===== src/rtl/dual_cmos_pkg.sv =====
// Shared definitions for the dual-camera line scheduler: mode codes, FSM states,
// RGB565 field positions and the per-channel averaging helper.
package dual_cmos_pkg;

  localparam logic [1:0] MODE_SBS   = 2'd0;
  localparam logic [1:0] MODE_CAM0  = 2'd1;
  localparam logic [1:0] MODE_CAM1  = 2'd2;
  localparam logic [1:0] MODE_BLEND = 2'd3;

  typedef enum logic [2:0] {
    StIdle,
    StVsync,
    StWait,
    StOutA,
    StOutB,
    StHblank
  } state_e;

  localparam int unsigned R_MSB = 15;
  localparam int unsigned R_LSB = 11;
  localparam int unsigned G_MSB = 10;
  localparam int unsigned G_LSB = 5;
  localparam int unsigned B_MSB = 4;
  localparam int unsigned B_LSB = 0;

  // One extra bit per channel so the sum never wraps before the halving shift.
  function automatic logic [15:0] blend565(input logic [15:0] a, input logic [15:0] b);
    logic [5:0] r_sum;
    logic [6:0] g_sum;
    logic [5:0] b_sum;
    r_sum = {1'b0, a[R_MSB:R_LSB]} + {1'b0, b[R_MSB:R_LSB]};
    g_sum = {1'b0, a[G_MSB:G_LSB]} + {1'b0, b[G_MSB:G_LSB]};
    b_sum = {1'b0, a[B_MSB:B_LSB]} + {1'b0, b[B_MSB:B_LSB]};
    return {r_sum[5:1], g_sum[6:1], b_sum[5:1]};
  endfunction

endpackage


===== src/rtl/dual_line_sched_if.sv =====
// Control, FIFO and pixel-output bundle of the dual-camera line scheduler.
// The slave modport is the scheduler; the master modport is its environment.
interface dual_line_sched_if;
  logic        frame_start;
  logic [1:0]  mode;
  logic        line_done0;
  logic        line_done1;
  logic        fifo0_rd_en;
  logic [15:0] fifo0_q;
  logic        fifo0_empty;
  logic        fifo1_rd_en;
  logic [15:0] fifo1_q;
  logic        fifo1_empty;
  logic        pixel_vsync;
  logic        pixel_href;
  logic [15:0] pixel_data;
  logic [10:0] line_cnt;
  logic        err_clr;
  logic        ovf_err;
  logic        miss_err;
  logic        urun_err;

  modport master (
    output frame_start, mode, line_done0, line_done1, fifo0_q, fifo0_empty,
           fifo1_q, fifo1_empty, err_clr,
    input  fifo0_rd_en, fifo1_rd_en, pixel_vsync, pixel_href, pixel_data, line_cnt,
           ovf_err, miss_err, urun_err
  );

  modport slave (
    input  frame_start, mode, line_done0, line_done1, fifo0_q, fifo0_empty,
           fifo1_q, fifo1_empty, err_clr,
    output fifo0_rd_en, fifo1_rd_en, pixel_vsync, pixel_href, pixel_data, line_cnt,
           ovf_err, miss_err, urun_err
  );
endinterface


===== src/rtl/line_credit_cnt.sv =====
// Saturating up/down count of completed lines waiting in one camera FIFO.
// ovf_o pulses when an increment is dropped at the maximum count.
module line_credit_cnt #(
  parameter int unsigned CW = 2
) (
  input  logic          clk_i,
  input  logic          rst_ni,
  input  logic          inc_i,
  input  logic          dec_i,
  output logic [CW-1:0] cnt_o,
  output logic          ovf_o
);

  localparam logic [CW-1:0] CntMax = '1;

  logic [CW-1:0] cnt_q, cnt_d;

  always_comb begin
    cnt_d = cnt_q;
    ovf_o = 1'b0;
    if (inc_i && !dec_i) begin
      if (cnt_q == CntMax) ovf_o = 1'b1;
      else                 cnt_d = cnt_q + 1'b1;
    end else if (dec_i && !inc_i && cnt_q != '0) begin
      cnt_d = cnt_q - 1'b1;
    end
  end

  always_ff @(posedge clk_i or negedge rst_ni) begin
    if (!rst_ni) cnt_q <= '0;
    else         cnt_q <= cnt_d;
  end

  assign cnt_o = cnt_q;

endmodule


===== src/rtl/dual_line_sched.sv =====
// Credit-based line sequencer merging two camera line FIFOs into one RGB565
// stream (side-by-side, single camera or 50/50 blend) with regenerated vsync/href.
module dual_line_sched
  import dual_cmos_pkg::*;
#(
  parameter int unsigned H_ACT   = 640,
  parameter int unsigned V_ACT   = 720,
  parameter int unsigned HBLANK  = 16,
  parameter int unsigned VS_LEN  = 4,
  parameter int unsigned TIMEOUT = 2048,
  parameter int unsigned CW      = 2
) (
  input logic              cmos_pclk,
  input logic              sys_rst_n,
  dual_line_sched_if.slave bus
);

  localparam int unsigned CntW = $clog2(TIMEOUT + H_ACT + HBLANK + VS_LEN);

  state_e          state_q, state_d;
  logic [CntW-1:0] cnt_q, cnt_d;
  logic [1:0]      mode_q, mode_d, pend_mode_q, pend_mode_d;
  logic            pend_q, pend_d, zf0_q, zf0_d, zf1_q, zf1_d;
  logic [10:0]     line_cnt_q, line_cnt_d;
  logic            href_q, href_d, use0_q, use0_d, use1_q, use1_d;
  logic            blend_q, blend_d, urun_px_q, urun_px_d;
  logic            ovf_err_q, ovf_err_d, miss_err_q, miss_err_d, urun_err_q, urun_err_d;
  logic [CW-1:0]   cred0, cred1;
  logic            ovf0, ovf1, dec0, dec1, miss_set, line_end, rd0, rd1;
  logic            req0, req1, have0, have1;
  logic [15:0]     pix_a, pix_b, pixel_data;

  line_credit_cnt #(.CW(CW)) u_cred0 (
    .clk_i (cmos_pclk),
    .rst_ni(sys_rst_n),
    .inc_i (bus.line_done0),
    .dec_i (dec0),
    .cnt_o (cred0),
    .ovf_o (ovf0)
  );

  line_credit_cnt #(.CW(CW)) u_cred1 (
    .clk_i (cmos_pclk),
    .rst_ni(sys_rst_n),
    .inc_i (bus.line_done1),
    .dec_i (dec1),
    .cnt_o (cred1),
    .ovf_o (ovf1)
  );

  always_ff @(posedge cmos_pclk or negedge sys_rst_n) begin
    if (!sys_rst_n) state_q <= StIdle;
    else            state_q <= state_d;
  end

  always_comb begin
    state_d     = state_q;
    cnt_d       = cnt_q + 1'b1;
    mode_d      = mode_q;
    pend_d      = pend_q;
    pend_mode_d = pend_mode_q;
    zf0_d       = zf0_q;
    zf1_d       = zf1_q;
    line_cnt_d  = line_cnt_q;
    dec0        = 1'b0;
    dec1        = 1'b0;
    miss_set    = 1'b0;
    line_end    = 1'b0;
    req0        = (mode_q != MODE_CAM1);
    req1        = (mode_q != MODE_CAM0);
    have0       = (cred0 != '0);
    have1       = (cred1 != '0);
    unique case (state_q)
      StIdle: begin
        cnt_d = '0;
        if (bus.frame_start) begin
          state_d = StVsync;
          mode_d  = bus.mode;
        end
      end
      StVsync: begin
        line_cnt_d = '0;
        if (cnt_q == CntW'(VS_LEN - 1)) begin
          state_d = StWait;
          cnt_d   = '0;
        end
      end
      StWait: begin
        // Side-by-side takes its cam0 credit when the right half starts, not here.
        if ((!req0 || have0) && (!req1 || have1)) begin
          state_d = StOutA;
          cnt_d   = '0;
          zf0_d   = 1'b0;
          zf1_d   = 1'b0;
          dec0    = req0 && (mode_q != MODE_SBS);
          dec1    = req1;
        end else if (req0 && req1 && (have0 != have1)) begin
          if (cnt_q == CntW'(TIMEOUT - 1)) begin
            state_d  = StOutA;
            cnt_d    = '0;
            zf0_d    = !have0;
            zf1_d    = !have1;
            dec0     = have0 && (mode_q != MODE_SBS);
            dec1     = have1;
            miss_set = 1'b1;
          end
        end else begin
          cnt_d = '0;
        end
      end
      StOutA: begin
        if (cnt_q == CntW'(H_ACT - 1)) begin
          cnt_d = '0;
          if (mode_q == MODE_SBS) begin
            state_d = StOutB;
            dec0    = !zf0_q;
          end else begin
            line_end = 1'b1;
          end
        end
      end
      StOutB: begin
        if (cnt_q == CntW'(H_ACT - 1)) begin
          cnt_d    = '0;
          line_end = 1'b1;
        end
      end
      StHblank: begin
        if (cnt_q == CntW'(HBLANK - 1)) begin
          cnt_d = '0;
          if (line_cnt_q == 11'(V_ACT)) begin
            state_d    = StIdle;
            line_cnt_d = '0;
          end else begin
            state_d = StWait;
          end
        end
      end
      default: state_d = StIdle;
    endcase

    // A frame start seen during a line is deferred until that line has been emitted.
    if (line_end) begin
      if (pend_q || bus.frame_start) begin
        state_d = StVsync;
        mode_d  = bus.frame_start ? bus.mode : pend_mode_q;
        pend_d  = 1'b0;
      end else begin
        state_d    = StHblank;
        line_cnt_d = line_cnt_q + 11'd1;
      end
    end else if (bus.frame_start) begin
      if (state_q inside {StOutA, StOutB}) begin
        pend_d      = 1'b1;
        pend_mode_d = bus.mode;
      end else if (state_q inside {StVsync, StWait, StHblank}) begin
        state_d  = StVsync;
        mode_d   = bus.mode;
        cnt_d    = '0;
        dec0     = 1'b0;
        dec1     = 1'b0;
        miss_set = 1'b0;
        zf0_d    = zf0_q;
        zf1_d    = zf1_q;
      end
    end
  end

  always_comb begin
    rd0 = 1'b0;
    rd1 = 1'b0;
    unique case (state_q)
      StOutA: begin
        rd0 = (mode_q == MODE_CAM0 || mode_q == MODE_BLEND) && !zf0_q;
        rd1 = (mode_q != MODE_CAM0) && !zf1_q;
      end
      StOutB:  rd0 = !zf0_q;
      default: ;
    endcase
  end

  always_comb begin
    href_d     = state_q inside {StOutA, StOutB};
    use0_d     = rd0;
    use1_d     = rd1;
    blend_d    = (state_q == StOutA) && (mode_q == MODE_BLEND);
    urun_px_d  = (rd0 && bus.fifo0_empty) || (rd1 && bus.fifo1_empty);
    ovf_err_d  = ovf0 || ovf1 || (ovf_err_q && !bus.err_clr);
    miss_err_d = miss_set || (miss_err_q && !bus.err_clr);
    urun_err_d = urun_px_d || (urun_err_q && !bus.err_clr);
  end

  always_ff @(posedge cmos_pclk or negedge sys_rst_n) begin
    if (!sys_rst_n) begin
      cnt_q       <= '0;
      mode_q      <= MODE_SBS;
      pend_q      <= 1'b0;
      pend_mode_q <= MODE_SBS;
      zf0_q       <= 1'b0;
      zf1_q       <= 1'b0;
      line_cnt_q  <= '0;
      href_q      <= 1'b0;
      use0_q      <= 1'b0;
      use1_q      <= 1'b0;
      blend_q     <= 1'b0;
      urun_px_q   <= 1'b0;
      ovf_err_q   <= 1'b0;
      miss_err_q  <= 1'b0;
      urun_err_q  <= 1'b0;
    end else begin
      cnt_q       <= cnt_d;
      mode_q      <= mode_d;
      pend_q      <= pend_d;
      pend_mode_q <= pend_mode_d;
      zf0_q       <= zf0_d;
      zf1_q       <= zf1_d;
      line_cnt_q  <= line_cnt_d;
      href_q      <= href_d;
      use0_q      <= use0_d;
      use1_q      <= use1_d;
      blend_q     <= blend_d;
      urun_px_q   <= urun_px_d;
      ovf_err_q   <= ovf_err_d;
      miss_err_q  <= miss_err_d;
      urun_err_q  <= urun_err_d;
    end
  end

  // FIFO data arrives the cycle after the read, aligned with href_q.
  always_comb begin
    pix_a = use0_q ? bus.fifo0_q : 16'h0000;
    pix_b = use1_q ? bus.fifo1_q : 16'h0000;
    if (!href_q || urun_px_q) pixel_data = 16'h0000;
    else if (blend_q)         pixel_data = blend565(pix_a, pix_b);
    else                      pixel_data = pix_a | pix_b;
  end

  assign bus.fifo0_rd_en = rd0;
  assign bus.fifo1_rd_en = rd1;
  assign bus.pixel_vsync = (state_q == StVsync);
  assign bus.pixel_href  = href_q;
  assign bus.pixel_data  = pixel_data;
  assign bus.line_cnt    = line_cnt_q;
  assign bus.ovf_err     = ovf_err_q;
  assign bus.miss_err    = miss_err_q;
  assign bus.urun_err    = urun_err_q;

endmodule


===== src/flat_wrapper.sv =====
// flat-port wrapper written by rule: the top's interface ports become plain ports
module dual_line_sched_flat import dual_cmos_pkg::*;
#(
  parameter int unsigned H_ACT   = 640,
  parameter int unsigned V_ACT   = 720,
  parameter int unsigned HBLANK  = 16,
  parameter int unsigned VS_LEN  = 4,
  parameter int unsigned TIMEOUT = 2048,
  parameter int unsigned CW      = 2
)
  (cmos_pclk, sys_rst_n, bus_frame_start, bus_mode, bus_line_done0, bus_line_done1, bus_fifo0_q, bus_fifo0_empty, bus_fifo1_q, bus_fifo1_empty, bus_err_clr, bus_fifo0_rd_en, bus_fifo1_rd_en, bus_pixel_vsync, bus_pixel_href, bus_pixel_data, bus_line_cnt, bus_ovf_err, bus_miss_err, bus_urun_err);
  dual_line_sched_if bus_i ();
  input logic cmos_pclk;
  input logic sys_rst_n;
  input wire logic [$bits(bus_i.frame_start)-1:0] bus_frame_start;
  input wire logic [$bits(bus_i.mode)-1:0] bus_mode;
  input wire logic [$bits(bus_i.line_done0)-1:0] bus_line_done0;
  input wire logic [$bits(bus_i.line_done1)-1:0] bus_line_done1;
  input wire logic [$bits(bus_i.fifo0_q)-1:0] bus_fifo0_q;
  input wire logic [$bits(bus_i.fifo0_empty)-1:0] bus_fifo0_empty;
  input wire logic [$bits(bus_i.fifo1_q)-1:0] bus_fifo1_q;
  input wire logic [$bits(bus_i.fifo1_empty)-1:0] bus_fifo1_empty;
  input wire logic [$bits(bus_i.err_clr)-1:0] bus_err_clr;
  output wire logic [$bits(bus_i.fifo0_rd_en)-1:0] bus_fifo0_rd_en;
  output wire logic [$bits(bus_i.fifo1_rd_en)-1:0] bus_fifo1_rd_en;
  output wire logic [$bits(bus_i.pixel_vsync)-1:0] bus_pixel_vsync;
  output wire logic [$bits(bus_i.pixel_href)-1:0] bus_pixel_href;
  output wire logic [$bits(bus_i.pixel_data)-1:0] bus_pixel_data;
  output wire logic [$bits(bus_i.line_cnt)-1:0] bus_line_cnt;
  output wire logic [$bits(bus_i.ovf_err)-1:0] bus_ovf_err;
  output wire logic [$bits(bus_i.miss_err)-1:0] bus_miss_err;
  output wire logic [$bits(bus_i.urun_err)-1:0] bus_urun_err;
  assign bus_i.frame_start = bus_frame_start;
  assign bus_i.mode = bus_mode;
  assign bus_i.line_done0 = bus_line_done0;
  assign bus_i.line_done1 = bus_line_done1;
  assign bus_i.fifo0_q = bus_fifo0_q;
  assign bus_i.fifo0_empty = bus_fifo0_empty;
  assign bus_i.fifo1_q = bus_fifo1_q;
  assign bus_i.fifo1_empty = bus_fifo1_empty;
  assign bus_i.err_clr = bus_err_clr;
  assign bus_fifo0_rd_en = bus_i.fifo0_rd_en;
  assign bus_fifo1_rd_en = bus_i.fifo1_rd_en;
  assign bus_pixel_vsync = bus_i.pixel_vsync;
  assign bus_pixel_href = bus_i.pixel_href;
  assign bus_pixel_data = bus_i.pixel_data;
  assign bus_line_cnt = bus_i.line_cnt;
  assign bus_ovf_err = bus_i.ovf_err;
  assign bus_miss_err = bus_i.miss_err;
  assign bus_urun_err = bus_i.urun_err;
  dual_line_sched #(.H_ACT(H_ACT), .V_ACT(V_ACT), .HBLANK(HBLANK), .VS_LEN(VS_LEN), .TIMEOUT(TIMEOUT), .CW(CW)) u_core (.cmos_pclk(cmos_pclk), .sys_rst_n(sys_rst_n), .bus(bus_i));
endmodule

===== config.mk =====
export PLATFORM = sky130hd
export DESIGN_NAME = dual_line_sched_flat
export DESIGN_NICKNAME = d
export VERILOG_FILES = /design/src/rtl/dual_cmos_pkg.sv /design/src/rtl/dual_line_sched_if.sv /design/src/rtl/line_credit_cnt.sv /design/src/rtl/dual_line_sched.sv /design/src/flat_wrapper.sv
export SDC_FILE = /design/constraint.sdc
export NUM_CORES = 1
export LEC_CHECK = 0
export CAP_MARGIN = 20
export CORE_MARGIN = 5
export CORE_UTILIZATION = 52
export DETAILED_ROUTE_END_ITERATION = 10
export PLACE_DENSITY = 0.93
export SYNTH_ARGS = -nofsm -noshare
export SYNTH_HDL_FRONTEND = slang
export SYNTH_SLANG_ARGS = --single-unit

===== constraint.sdc =====
create_clock -name cmos_pclk -period 4.1 [get_ports cmos_pclk]
set_input_delay 1.23 -clock cmos_pclk [delete_from_list [all_inputs] [get_ports cmos_pclk]]
set_output_delay 1.23 -clock cmos_pclk [all_outputs]
set_load 0.02 [all_outputs]

==> results of run 1 <==
-- per-stage QoR --
stage	setup TNS, ps	hold slack (ps)
2_1_floorplan	0	450
3_3_place_gp	-8170	464
3_5_place_dp	-8770	473
4_1_cts	-19.1	483
5_1_grt	-65.2	499
6_report	0	483
-- cell families (layout without fill, tap and decap cells) --
group,Yosys count,after routing
adder cells (fa/ha/maj),36,36
XOR/XNOR,25,25
AND/OR/NAND/NOR,192,192
buffers and inverters,60,151
multiplexers,8,8
flip-flops,45,45
AO/OA/AOI/OAI,89,89
-- state kept, by name (all words and copies together) (netlist names), 2 cells and up --
register / flops
u_core.pend_mode_q: 2
u_core.mode_q: 2
u_core.state_q: 3
u_core.cnt_q: 12
u_core.bus.line_cnt: 11
u_core.u_cred0.cnt_o: 2
u_core.u_cred1.cnt_o: 2
-- layer usage --
metal  GRT usage  up-vias
li1            -     1740
met1       0.261     1749
met2       0.407      120
met3      0.0385       15
met4      0.0734        0
met5           0        -
-- how the worst max path moves through the flow --
stage                        start                end  slack (ps)
global placement    bus_fifo1_q[6]  bus_pixel_data[9]        -770
floorplan           bus_fifo0_q[5]  bus_pixel_data[8]         190
finish              bus_fifo0_q[5]  bus_pixel_data[8]          50
detailed placement  bus_fifo1_q[6]  bus_pixel_data[9]        -860
CTS                 bus_fifo1_q[8]  bus_pixel_data[9]         -20
global route        bus_fifo0_q[1]  bus_pixel_data[3]         -40
-- power groups by stage --
stage / registers [uW] / clock network [uW] / logic, uW
after detailed placement: 591 / 0 / 633
after CTS: 584 / 353 / 659
final: 588 / 348 / 712
after global routing: 597 / 372 / 779
after floorplan: 553 / 0 / 433
after global placement: 585 / 0 / 606
-- cell type report --
| cell class | count | area, um2 | share of cell area |
|---|---|---|---|
| clock buffers | 7 | 86.3 | 0.0173 |
| clock inverters | 1 | 30.0 | 0.00603 |
| inverters | 42 | 160 | 0.0321 |
| multi-input cells | 350 | 2580 | 0.519 |
| flip-flops and latches | 45 | 1130 | 0.226 |
| well taps | 96 | 120 | 0.0241 |
| repair buffers | 101 | 876 | 0.176 |
-- what timing repair did --
action / in CTS / in global routing
pin swaps: 37 / 52
setup endpoints to repair: 16 / 11
hold buffers: 0 / 0
gates cloned: 0 / 0
gates resized for setup: 106 / 64
buffers inserted: 3 / 3
-- layout by cell type (no fill, tap or decap), types with 5 or more instances in the layout --
cell type and instances:
buf_2 8, o31ai_1 5, and3_1 7, nand4_1 9
ha_1 21, a21oi_2 5, mux2i_1 6, a21oi_1 23
nand3_1 12, dlymetal6s2s_1 9, dfrtp_1 45, inv_1 33
nand2b_1 6, a31oi_1 5, o21ai_0 12, clkbuf_8 6
clkbuf_2 11, a21o_1 6, xor2_1 12, nand2_2 20
clkdlybuf4s50_1 34, nand2_1 28, nor3_1 10, nor2_1 66
dlygate4sd2_1 8, ha_4 11, inv_2 8, xnor2_1 13
buf_4 26
-- worst max-delay path, delay by kind of cell --
kind / cells / cell delay [ps]
compound gates: 3 / 460
xor+xnor: 1 / 150
fa+ha+maj: 1 / 400
buf+inv: 2 / 270
simple gates: 2 / 300
==> metrics.md, run 1 <==
| Metric | Value |
|---|---|
| Gp weighted congestion | 0.925 |
| Syn Nets | 533 |
| CTS Root Cell | clkbuf_8 |
| Yosys top cell area share | 0.306 |
| Reg2reg path depth | 7 |
| FILL cells | 466 |
| Final setup violation count | 0 |
| Xor and xnor area share after synthesis | 0.0595 |
| Sequential area share after synthesis | 0.306 |
| Hold Startpoint | u_core.zf1_q |
| WL met2 | 5350 um |
| Clock Latency Late Sink | 300 ps |
| Worst slew margin | 0.626 |
| Vias in the first global route | 3572 |
| Vias per Instance | 5.64 |
| RR Endpoint | u_core.bus.line_cnt[10] |
| VDD IR-drop max | 272 uV |
| Yosys warns | 0 |
| Final net count | 623 |
| Syn Area/Cell | 8.08 um2 |
| Setup crit start kind | primary input |
| Adder-cell share of the synthesized area | 0.129 |
| Leak | 0.00247 uW |
| Die span in y | 94.1 um |
| Net Sw Frac | 0.385 |
| CTS clk-pin slew, worst paths | 80 ps |
| Non-Filler Instances | 642 |
| Worst Path Class, Setup | in2out |
| Worst-margin pin slew | 561 ps |
| Die ar. | 0.00885 mm2 |
| WP data required | 2870 ps |
| WL/cell | 16.0 um |
| All-Layer GR Usage | 0.222 |
| DRT iter0 DRCs | 141 |
| CTS buffer count | 5 |
| Final worst path period share | 0.989 |
| Cells after Synth | 455 |
| DR top layer | met4 |
| Clk pwr share | 0.211 |
| Reg-to-reg critical path startpoint | u_core.cnt_q[0] |
| Main combinational cell family by area after synthesis | simple AND/OR/NAND/NOR gates |
| Final Hold Viols | 0 |
| Simple-Gate Fraction of Synth Area | 0.263 |
| Initial antenna violation count | 0 |
| Reg-to-reg slack, setup | 1730 ps |
| Library cells used by synthesis | 57 |
| Worst hold stages | 1 |
| Clk_skew | 12.8 ps |
| Run status | finished, final reports clean |
| Core area | 0.00683 mm2 |
| Io pins | 76 |
| Comb pwr share | 0.432 |
| Placed cell count | 627 |
| Post-synth top cells | nor2_1, nand2_1, dfrtp_1, inv_1, ha_1 |
| Buffer depth of the longest clock path | 2 |
| DRT Pass-1 Iters | 5 |
| Die Wd | 94.1 um |
| Fmax | 0.247 GHz |
| Final Cell Area | 0.00498 mm2 |
| CP endpoint kind | output port |
| CTS H-tree lvls | 2 |
| PortBufs | 75 |
| Ranking of synthesized cells by area | dfrtp_1, ha_1, nor2_1, nand2_1, inv_1 |
| Power share of the sequential group | 0.357 |
| Critical Path AT | 2820 ps |
| Crit-path slowest cell | fa_2 |
| Row count | 30 |
| Hold path endpoint | u_core.use1_q |
| Power Dens Cells | 331 mW/mm2 |
| Count leader, synth | nor2_1 |
| Maximum Capacitance Violations | 0 |
| Synth async-reset ratio | 1.00 |
| Crit path cell chain | clkbuf_2 > and4_4 > fa_2 > a21o_1 > a21oi_2 > xnor2_1 > a21oi_1 > nor2_1 > buf_2 |
| Compound-gate portion of the synthesized area | 0.156 |
| Post-synth EDFFs | 0 |
| Pre-CTS WS | -862 ps |
| Placed inst area | 0.00461 mm2 |
| Mux cell area share after synthesis | 0.0225 |
| DP HPWL | 7260 um |
| WL met1 | 4130 um |
| DRC Markers | 0 |
| Max FO, Critical Path | 2 |
| Via count | 3624 |
| Final ANT Viol Nets | 0 |
| Ant diodes | 0 |
| Layout area overhead | 35.5% |
| Ratio of cells with drive above 1 in the final layout | 0.231 |
| Total wire length | 10300 um |
| Sw power | 635 uW |
| Final design utilization | 0.729 |
| Slew Limit Fails | 0 |
| Largest area contributor in the netlist | dfrtp_1 |
| Cell Area, Synth | 0.00368 mm2 |
| Total power | 1650 uW |
| Grt ovf | 0 |
| First-pass GRT wire length | 16000 um |
| CTS tree | done |
| Initial Utilization | 0.538 |
| Crit path largest cell delay | 400 ps |
| Cell-internal power | 1010 uW |
| Final min period | 4050 ps |
| Clock Sinks | 45 |
| Flops & latches, synth | 45 |
| Final worst slack | 45.5 ps |
| Met3 routed WL | 635 um |
| Main flop type after synthesis | dfrtp_1 |
| Hold crit path type | reg2reg |
| Largest net degree at the start of global routing | 46 |
Note: power is estimated with default switching activity, not from simulation.
==> run 2, diff against run 1 <==
Settings changed: RECOVER_POWER set to 50.
==> metrics.md, run 2 (same netlist as run 1, synthesis figures left out) <==
| Metric | Value |
|---|---|
| Total wire length | 10300 um |
| Critical Path Start | bus_fifo0_q[8] |
| Pre-CTS WS | -862 ps |
| Die Wd | 94.1 um |
| Final setup violation count | 0 |
| Largest net degree at the start of global routing | 46 |
| Final net count | 623 |
| Number of flip-flops in the largest register | 12 |
| Leak | 0.00246 uW |
| Reg-to-reg critical path startpoint | u_core.cnt_q[0] |
| Initial antenna violation count | 0 |
| Final Hold Viols | 0 |
| Final worst path period share | 0.989 |
| Vias per Instance | 5.65 |
| Buffer depth of the longest clock path | 2 |
| Final min period | 4050 ps |
| Slew Limit Fails | 36 |
| Max FO, Critical Path | 3 |
| CTS tree | done |
| First-pass GRT wire length | 16000 um |
| DRT Pass-1 Iters | 5 |
| CTS clk-pin slew, worst paths | 90 ps |
| Initial Utilization | 0.538 |
| CTS Root Cell | clkbuf_8 |
| CTS H-tree lvls | 2 |
| Clk_skew | 11.1 ps |
| Power Dens Cells | 331 mW/mm2 |
| Total power | 1650 uW |
| Io pins | 76 |
| Run status | finished, violations left |
| Post-Route Setup TNS | 0 ps |
| Vias in the first global route | 3572 |
| Die span in y | 94.1 um |
| Post-CTS Hold Buffers | 0 |
| DP HPWL | 7260 um |
| Die ar. | 0.00885 mm2 |
| Setup crit start kind | primary input |
| Clock Latency Late Sink | 300 ps |
| DRC Markers | 0 |
| All-Layer GR Usage | 0.222 |
| DRT iter0 DRCs | 168 |
| Fmax | 0.247 GHz |
| Hold crit path type | reg2reg |
| Reg-to-reg slack, setup | 1730 ps |
| Final ANT Viol Nets | 0 |
| Worst hold stages | 1 |
| Layout area overhead | 35.0% |
| Core area | 0.00683 mm2 |
| Worst Path Class, Setup | in2out |
| Ant diodes | 0 |
| Gp weighted congestion | 0.925 |
| Final worst slack | 45.9 ps |
| Ratio of cells with drive above 1 in the final layout | 0.227 |
| Most frequent cells in the layout | nor2_1, dfrtp_1, inv_1 |
| Commonest non-fill, non-tap cell in the layout | nor2_1 |
| Reg2reg path depth | 7 |
| Critical Path AT | 2820 ps |
| Via count | 3629 |
| Largest Register | u_core.cnt_q |
| Failing checks | max-capacitance violations, max-slew violations |
| Maximum Capacitance Violations | 1 |
| Hold Startpoint | u_core.zf1_q |
| Clock Sinks | 45 |
| WP data required | 2870 ps |
| WL/cell | 16.0 um |
| Grt ovf | 0 |
| Worst slew margin | -0.229 |
| CP endpoint kind | output port |
| VDD IR-drop max | 272 uV |
| PortBufs | 75 |
| CTS buffer count | 5 |
| Row count | 30 |
| Worst-margin pin slew | 1840 ps |
run 2: where the power goes:
group / switching [uW] / leakage, uW / total, uW / internal, uW
Clock: 150 / 0.0000585 / 349 / 199
Sequential: 87.2 / 0.000585 / 588 / 500
Combinational: 398 / 0.00181 / 710 / 312
Total: 635 / 0.00246 / 1650 / 1010
run 2: final cells by class:
| class | instances | area (um2) |
|---|---|---|
| multi-input combinational | 350 | 2580 |
| fill | 468 | 1870 |
| sequential | 45 | 1130 |
| timing repair buffer | 101 | 858 |
| inverter | 42 | 160 |
| tap | 96 | 120 |
| clock buffer | 7 | 86.3 |
| clock inverter | 1 | 30.0 |
run 2: metrics by stage:
step                      std cells  hold slack, ps  cell area [um2]  utilization
after floorplan                 455             450             3680            -
after global placement          627             464             4610        0.674
after detailed placement        627             473             4610        0.674
after CTS                       638             483             4820        0.706
after global routing            642             499             4970        0.727
final                           642             483             4970        0.727
run 2: critical path, stage by stage:
cell and delay, ps:
clkdlybuf4s50_1 470, nand2_2 90, ha_4 280, nand2_4 70, o21ai_2 70, or3_1 360
o311ai_2 80, buf_4 180
run 2: timing repair:
action / in CTS / in global routing
resized for setup: 106 / 64
buffers inserted: 3 / 3
pin swaps: 37 / 52
setup endpoints to repair: 16 / 11
run 2: per-layer routing:
layer | track usage | up-vias | part of all wire
li1 | - | 1744 | -
met1 | 0.261 | 1749 | 0.40
met2 | 0.407 | 118 | 0.52
met3 | 0.0385 | 18 | 0.060
met4 | 0.0734 | 0 | 0.018
met5 | 0 | - | 0
run 2: worst paths after layout:
kind | end
setup / recovery | bus_pixel_data[9]
hold / removal | u_core.use1_q
setup reg to reg | u_core.bus.line_cnt[10]
hold reg to reg | u_core.use1_q
max in group asynchronous | u_core.bus.ovf_err
min in group asynchronous | u_core.bus.line_cnt[7]
